`src/rtl/tlul_intg_err_gate.sv`:
```
// Blocks TL-UL requests after the first integrity error: drains the device, answers with an error, then self-answers forever.
// Latency: A/D pass through combinationally; local error reply 1 cycle after drain/accept. Backpressure: A stalls at MaxOutstanding, D follows d_ready_i.
module tlul_intg_err_gate #(
  parameter int SrcW           = 8,
  parameter int MaxOutstanding = 2
) (
  input  logic            clk_i,
  input  logic            rst_i,
  input  logic            a_valid_i,
  output logic            a_ready_o,
  input  logic [2:0]      a_opcode_i,
  input  logic [1:0]      a_size_i,
  input  logic [SrcW-1:0] a_source_i,
  input  logic            intg_err_i,
  output logic            dn_a_valid_o,
  input  logic            dn_a_ready_i,
  input  logic            dn_d_valid_i,
  output logic            dn_d_ready_o,
  input  logic [2:0]      dn_d_opcode_i,
  input  logic [1:0]      dn_d_size_i,
  input  logic [SrcW-1:0] dn_d_source_i,
  input  logic            dn_d_error_i,
  input  logic [31:0]     dn_d_data_i,
  output logic            d_valid_o,
  input  logic            d_ready_i,
  output logic [2:0]      d_opcode_o,
  output logic [1:0]      d_size_o,
  output logic [SrcW-1:0] d_source_o,
  output logic            d_error_o,
  output logic [31:0]     d_data_o,
  output logic            err_sticky_o
);

  localparam int CntW = $clog2(MaxOutstanding + 1);
  localparam logic [CntW-1:0] MaxCnt = CntW'(MaxOutstanding);

  localparam logic [2:0] OpGet           = 3'd4;
  localparam logic [2:0] OpAccessAck     = 3'd0;
  localparam logic [2:0] OpAccessAckData = 3'd1;

  typedef struct packed {
    logic [2:0]      opcode;
    logic [1:0]      size;
    logic [SrcW-1:0] source;
  } hdr_t;

  typedef enum logic [1:0] {
    PASS  = 2'd0,
    DRAIN = 2'd1,
    RESP  = 2'd2,
    BLOCK = 2'd3
  } state_e;

  state_e          state_q, state_d;
  logic [CntW-1:0] cnt_q, cnt_d;
  hdr_t            cap_q, cap_d;
  hdr_t            a_hdr;
  logic            err_sticky_q, err_sticky_d;
  logic            fwd_ok;
  logic            dn_a_hs;
  logic            dn_d_hs;

  assign a_hdr = '{opcode: a_opcode_i, size: a_size_i, source: a_source_i};

  always_comb begin
    state_d      = state_q;
    cap_d        = cap_q;
    err_sticky_d = err_sticky_q;
    a_ready_o    = 1'b0;
    dn_a_valid_o = 1'b0;
    dn_d_ready_o = 1'b0;
    d_valid_o    = 1'b0;
    d_opcode_o   = dn_d_opcode_i;
    d_size_o     = dn_d_size_i;
    d_source_o   = dn_d_source_i;
    d_error_o    = dn_d_error_i;
    d_data_o     = dn_d_data_i;
    fwd_ok       = a_valid_i & ~intg_err_i & (cnt_q < MaxCnt);

    unique case (state_q)
      PASS: begin
        dn_a_valid_o = fwd_ok;
        a_ready_o    = fwd_ok & dn_a_ready_i;
        d_valid_o    = dn_d_valid_i;
        dn_d_ready_o = d_ready_i;
        // A flagged request is swallowed here even when the device is full.
        if (a_valid_i && intg_err_i) begin
          a_ready_o    = 1'b1;
          cap_d        = a_hdr;
          err_sticky_d = 1'b1;
          state_d      = DRAIN;
        end
      end
      DRAIN: begin
        d_valid_o    = dn_d_valid_i;
        dn_d_ready_o = d_ready_i;
        if (cnt_q == '0) begin
          state_d = RESP;
        end
      end
      RESP: begin
        d_valid_o  = 1'b1;
        d_error_o  = 1'b1;
        d_size_o   = cap_q.size;
        d_source_o = cap_q.source;
        if (cap_q.opcode == OpGet) begin
          d_opcode_o = OpAccessAckData;
          d_data_o   = '1;
        end else begin
          d_opcode_o = OpAccessAck;
          d_data_o   = '0;
        end
        if (d_ready_i) begin
          state_d = BLOCK;
        end
      end
      BLOCK: begin
        a_ready_o = 1'b1;
        if (a_valid_i) begin
          cap_d   = a_hdr;
          state_d = RESP;
        end
      end
      default: state_d = PASS;
    endcase

    // Handshake outputs are partly combinational from inputs, so hold them low in reset.
    if (rst_i) begin
      a_ready_o    = 1'b0;
      dn_a_valid_o = 1'b0;
      dn_d_ready_o = 1'b0;
      d_valid_o    = 1'b0;
    end
  end

  assign dn_a_hs = dn_a_valid_o & dn_a_ready_i;
  assign dn_d_hs = dn_d_valid_i & dn_d_ready_o;

  always_comb begin
    cnt_d = cnt_q;
    if (dn_a_hs && !dn_d_hs && (cnt_q < MaxCnt)) begin
      cnt_d = cnt_q + CntW'(1);
    end else if (dn_d_hs && !dn_a_hs && (cnt_q != '0)) begin
      cnt_d = cnt_q - CntW'(1);
    end
  end

  always_ff @(posedge clk_i or posedge rst_i) begin
    if (rst_i) begin
      state_q      <= PASS;
      cnt_q        <= '0;
      cap_q        <= '0;
      err_sticky_q <= 1'b0;
    end else begin
      state_q      <= state_d;
      cnt_q        <= cnt_d;
      cap_q        <= cap_d;
      err_sticky_q <= err_sticky_d;
    end
  end

  assign err_sticky_o = err_sticky_q;

  // A device response with nothing outstanding means the device broke protocol.
  assert property (@(posedge clk_i) disable iff (rst_i) !(dn_d_hs && (cnt_q == '0)));
  assert property (@(posedge clk_i) disable iff (rst_i) (cnt_q <= MaxCnt));

endmodule

```
`config.mk`:
```
export PLATFORM = sky130hd
export DESIGN_NAME = tlul_intg_err_gate
export DESIGN_NICKNAME = d
export VERILOG_FILES = /design/src/rtl/tlul_intg_err_gate.sv
export SDC_FILE = /design/constraint.sdc
export NUM_CORES = 1
export LEC_CHECK = 0
export ABC_AREA = 1
export CAP_MARGIN = 15
export CORE_ASPECT_RATIO = 0.9
export CORE_UTILIZATION = 30
export CTS_CLUSTER_SIZE = 10
export DETAILED_ROUTE_END_ITERATION = 12
export GPL_TIMING_DRIVEN = 0
export PLACE_DENSITY = 0.89
export SLEW_MARGIN = 20
export SYNTH_ARGS = -nofsm -noshare
export SYNTH_HDL_FRONTEND = slang
export SYNTH_SLANG_ARGS = --single-unit
```
`constraint.sdc`:
```
create_clock -name clk_i -period 1.3 [get_ports clk_i]
set_input_delay 0.13 -clock clk_i [delete_from_list [all_inputs] [get_ports clk_i]]
set_output_delay 0.13 -clock clk_i [all_outputs]
set_load 0.05 [all_outputs]
```
==> results by group, run 1 <==
Power
  – Pint: about 6.3 mW
  – Maximum VDD drop: approximately 0.0022 V
  – Comb pwr share: 88.5%
  – Sw Share: 53.1%
  – Leakage: 2.09 nW
  – Total power draw: 13.5 mW
  – Total net switching power: 7.16 mW
  – PwrDens: slightly above 3000 nW/µm²
  – Clock group share of total power: ~3.6%
  – Part of the power in registers: under 10%

Cells and area
  – Final nets: around 470
  – Fraction of layout cells with a size suffix above 1: between 60% and 70%
  – Area growth, synth to finish: 200%
  – Commonest non-fill, non-tap cell in the layout: clkdlybuf4s50_1
  – # diodes: 0
  – Highest-count cells in the layout ignoring fill and taps: clkdlybuf4s50_1, nand2_4, buf_8
  – Final Util: 95.6%
  – Non-filler cells, final: between 400 and 500

Timing
  – RSZ-0062 raised after global routing: yes
  – Worst Tran Pin Value: a little under 0.5 ns
  – Final hold violations: 0
  – Min Tclk post-route: between 1.5 and 2 ns
  – PnR worst setup slack: -0.558 ns
  – Clock Skews: 0.00442 ns
  – Fmax: 538 MHz
  – Slew margin rel.: between 60 and 70%
  – Tcrit/Tclk final: 143%
  – Final setup viols: between 60 and 70
  – Max Slew Vio Count: 0
  – Setup tns final: -29.73 ns

Routing
  – Pre-Repair DR Iteration Count: 4
  – DR vias: ~2400
  – Routed WL: ~10000 µm
  – WL per Instance: between 20 and 25 µm
  – Vias/cell: 5.27
  – DRC Markers: 0
  – DR iter-0 viols: 102
  – Final ANT Viol Nets: 0

Worst hold path
  – Hold Path Class: in2async

Global route
  – Number of global-route vias before repair: approximately 2200
  – GR Util All Layers: roughly 30%
  – Largest net degree at the start of global routing: 11
  – Overflow after GRT: 0
  – Initial antenna violation count: 0
  – First-pass GRT wire length: around 11000 µm

Yosys
  – Yosys cell types: 21
  – Synthesized Nets: around 310
  – Register bit total from synthesis: 18
  – Post-Synthesis Cell Area: ~1500 µm²
  – Synth Warn #: 0
  – Avg Inst Size Synth: 6.18 µm²
  – Cell count after synthesis: 235
  – Register area share after synthesis: between 30% and 40%

CTS
  – Clk buf depth: 2
  – Total CTS buffers: 3
  – H-tree depth: 1
  – CTS tree: yes
  – Latest clock arrival within the worst-skew pair: about 0.27 ns
  – Worst-path clk slew: roughly 0.080 ns
  – Root Buffer: clkbuf_8
  – Clock Sinks: 18

Die
  – Die Ht: around 68 µm
  – Die area: 5120 µm²
  – Core Region: between 4000 and 5000 µm²
  – IO Pins: around 120
  – Chip width: around 75 µm
  – Number of cell rows: 23
  – Starting Density: roughly a third

Status
  – Failing checks: negative setup slack
  – Status: finished, violations left

Critical path
  – R2R Setup Slk: -0.42 ns
  – Crit. End Element: primary output
  – WP data arrival: about 1.7 ns
  – Crit path max fanout: 7
  – CP Class: reg2out
  – CP Data Required Time: approximately 1.2 ns
  – Crit start category: flop

Placement
  – Global placement routability congestion: just over 0.8
  – HPWL after detailed placement: around 4200 µm
  – Post-Place Cells: around 410
  – Port Buf Inserts: 116

Job
  – Max-Cap Viols: 0
-- through the flow --
step                worst slack, ns  hold WS (ns)  area (µm²)
finish                       -0.558         0.162        4350
CTS                          -0.396         0.153        4000
floorplan                    -0.145        0.0827        1860
global placement              -1.25         0.454        3100
global route                 -0.578         0.208        4350
detailed placement            -1.31         0.459        3100
-- synthesized netlist by cell type --
library cell  count  share of area [%]
nand3_1           6                2.1
inv_1            32                8.3
o21ai_2          13                7.8
nand2_1         126                 33
buf_6             2                1.6
clkbuf_1          3               0.78
a21oi_1           2               0.69
ha_1              5                4.3
nor2_2            1               0.43
o21ai_1           1               0.34
a31oi_1           1               0.43
nor2_1            8                2.1
buf_2             5                1.7
o21ai_0           4                1.4
nand2_2           2               0.86
nor3_1            2               0.69
or2_2             1               0.43
inv_2             1               0.26
dfrtp_1          18                 31
nor2_4            1               0.78
o211ai_4          1                1.5
-- worst max-delay path, stage by stage (launching register included) --
cell and delay [ns]:
dfrtp_1 0.40, inv_2 0.10, buf_6 0.11, ha_4 0.16, buf_12 0.16, inv_16 0.06
buf_12 0.14, nand2_2 0.10, nand2_4 0.08, buf_8 0.15
-- power groups by stage --
| stage | logic, mW | clock network [mW] | registers (mW) |
|---|---|---|---|
| finish | 11.9 | 0.487 | 1.06 |
| detailed placement | 7.42 | 0 | 0.984 |
| global route | 12.3 | 0.489 | 1.08 |
| floorplan | 5.47 | 0 | 0.944 |
| global placement | 7.28 | 0 | 0.969 |
| CTS | 10.2 | 0.467 | 0.986 |
-- state kept, by name (all words and copies together), names as in the netlist --
signal	cells
cnt_q	2
state_q	2
err_sticky_o	1
cap_q	13
-- logic make-up after synthesis --
logic type | Yosys count | synth area share (%)
adders and majority gates | 5 | 4.31
DFF | 18 | 31.0
buffers and inverters | 43 | 12.6
AOI/OAI and AO/OA | 22 | 12.2
and+or+nand+nor | 147 | 39.9
-- metal layers --
layer / GRT usage (%) / wire length [µm] / up-vias
li1: - / - / 1026
met1: 30.1 / 3610 / 1160
met2: 58.8 / 5250 / 180
met3: 5.15 / 920 / 37
met4: 10.4 / 393 / 0
met5: 0 / 0 / -
-- timing repair --
| item | 4_1_cts | 5_1_grt |
|---|---|---|
| pin swaps | 3 | 8 |
| gates cloned | 10 | 1 |
| setup buffers | 17 | 12 |
| gates resized for setup | 487 | 68 |
| hold buffers | 0 | 0 |
| endpoints found under the setup margin | 68 | 67 |
-- path summary, 6_finish.rpt --
check / start / endpoint / cells past startpoint
max: state_q[0]$_DFFE_PP0P_ / d_data_o[26] / 9
min: rst_i / cap_q[12]$_DFFE_PP0P_ / 2
max reg2reg: state_q[1]$_DFFE_PP0P_ / cnt_q[0]$_DFFE_PP0P_ / 12
min reg2reg: cap_q[4]$_DFFE_PP0P_ / cap_q[4]$_DFFE_PP0P_ / 2
max in group asynchronous: rst_i / cap_q[2]$_DFFE_PP0P_ / 2
min in group clk_i: a_size_i[0] / cap_q[8]$_DFFE_PP0P_ / 3
-- final cells by class --
cell class / instances / area [µm²]
clock buffer: 4 / 55.1
timing repair inverter: 2 / 16.3
sequential: 18 / 452
multi-input combinational: 174 / 1560
timing repair buffer: 154 / 1890
inverter: 33 / 146
fill: 97 / 199
buffer: 9 / 156
tap: 62 / 77.6
Power figures use the tool's default switching activity.
==> run 2: changes to the inputs <==
- CTS_CLUSTER_DIAMETER: unset -> 30
==> results of run 2 <==
Same layout as run 1: the final DEF is identical, and so are final timing and power.
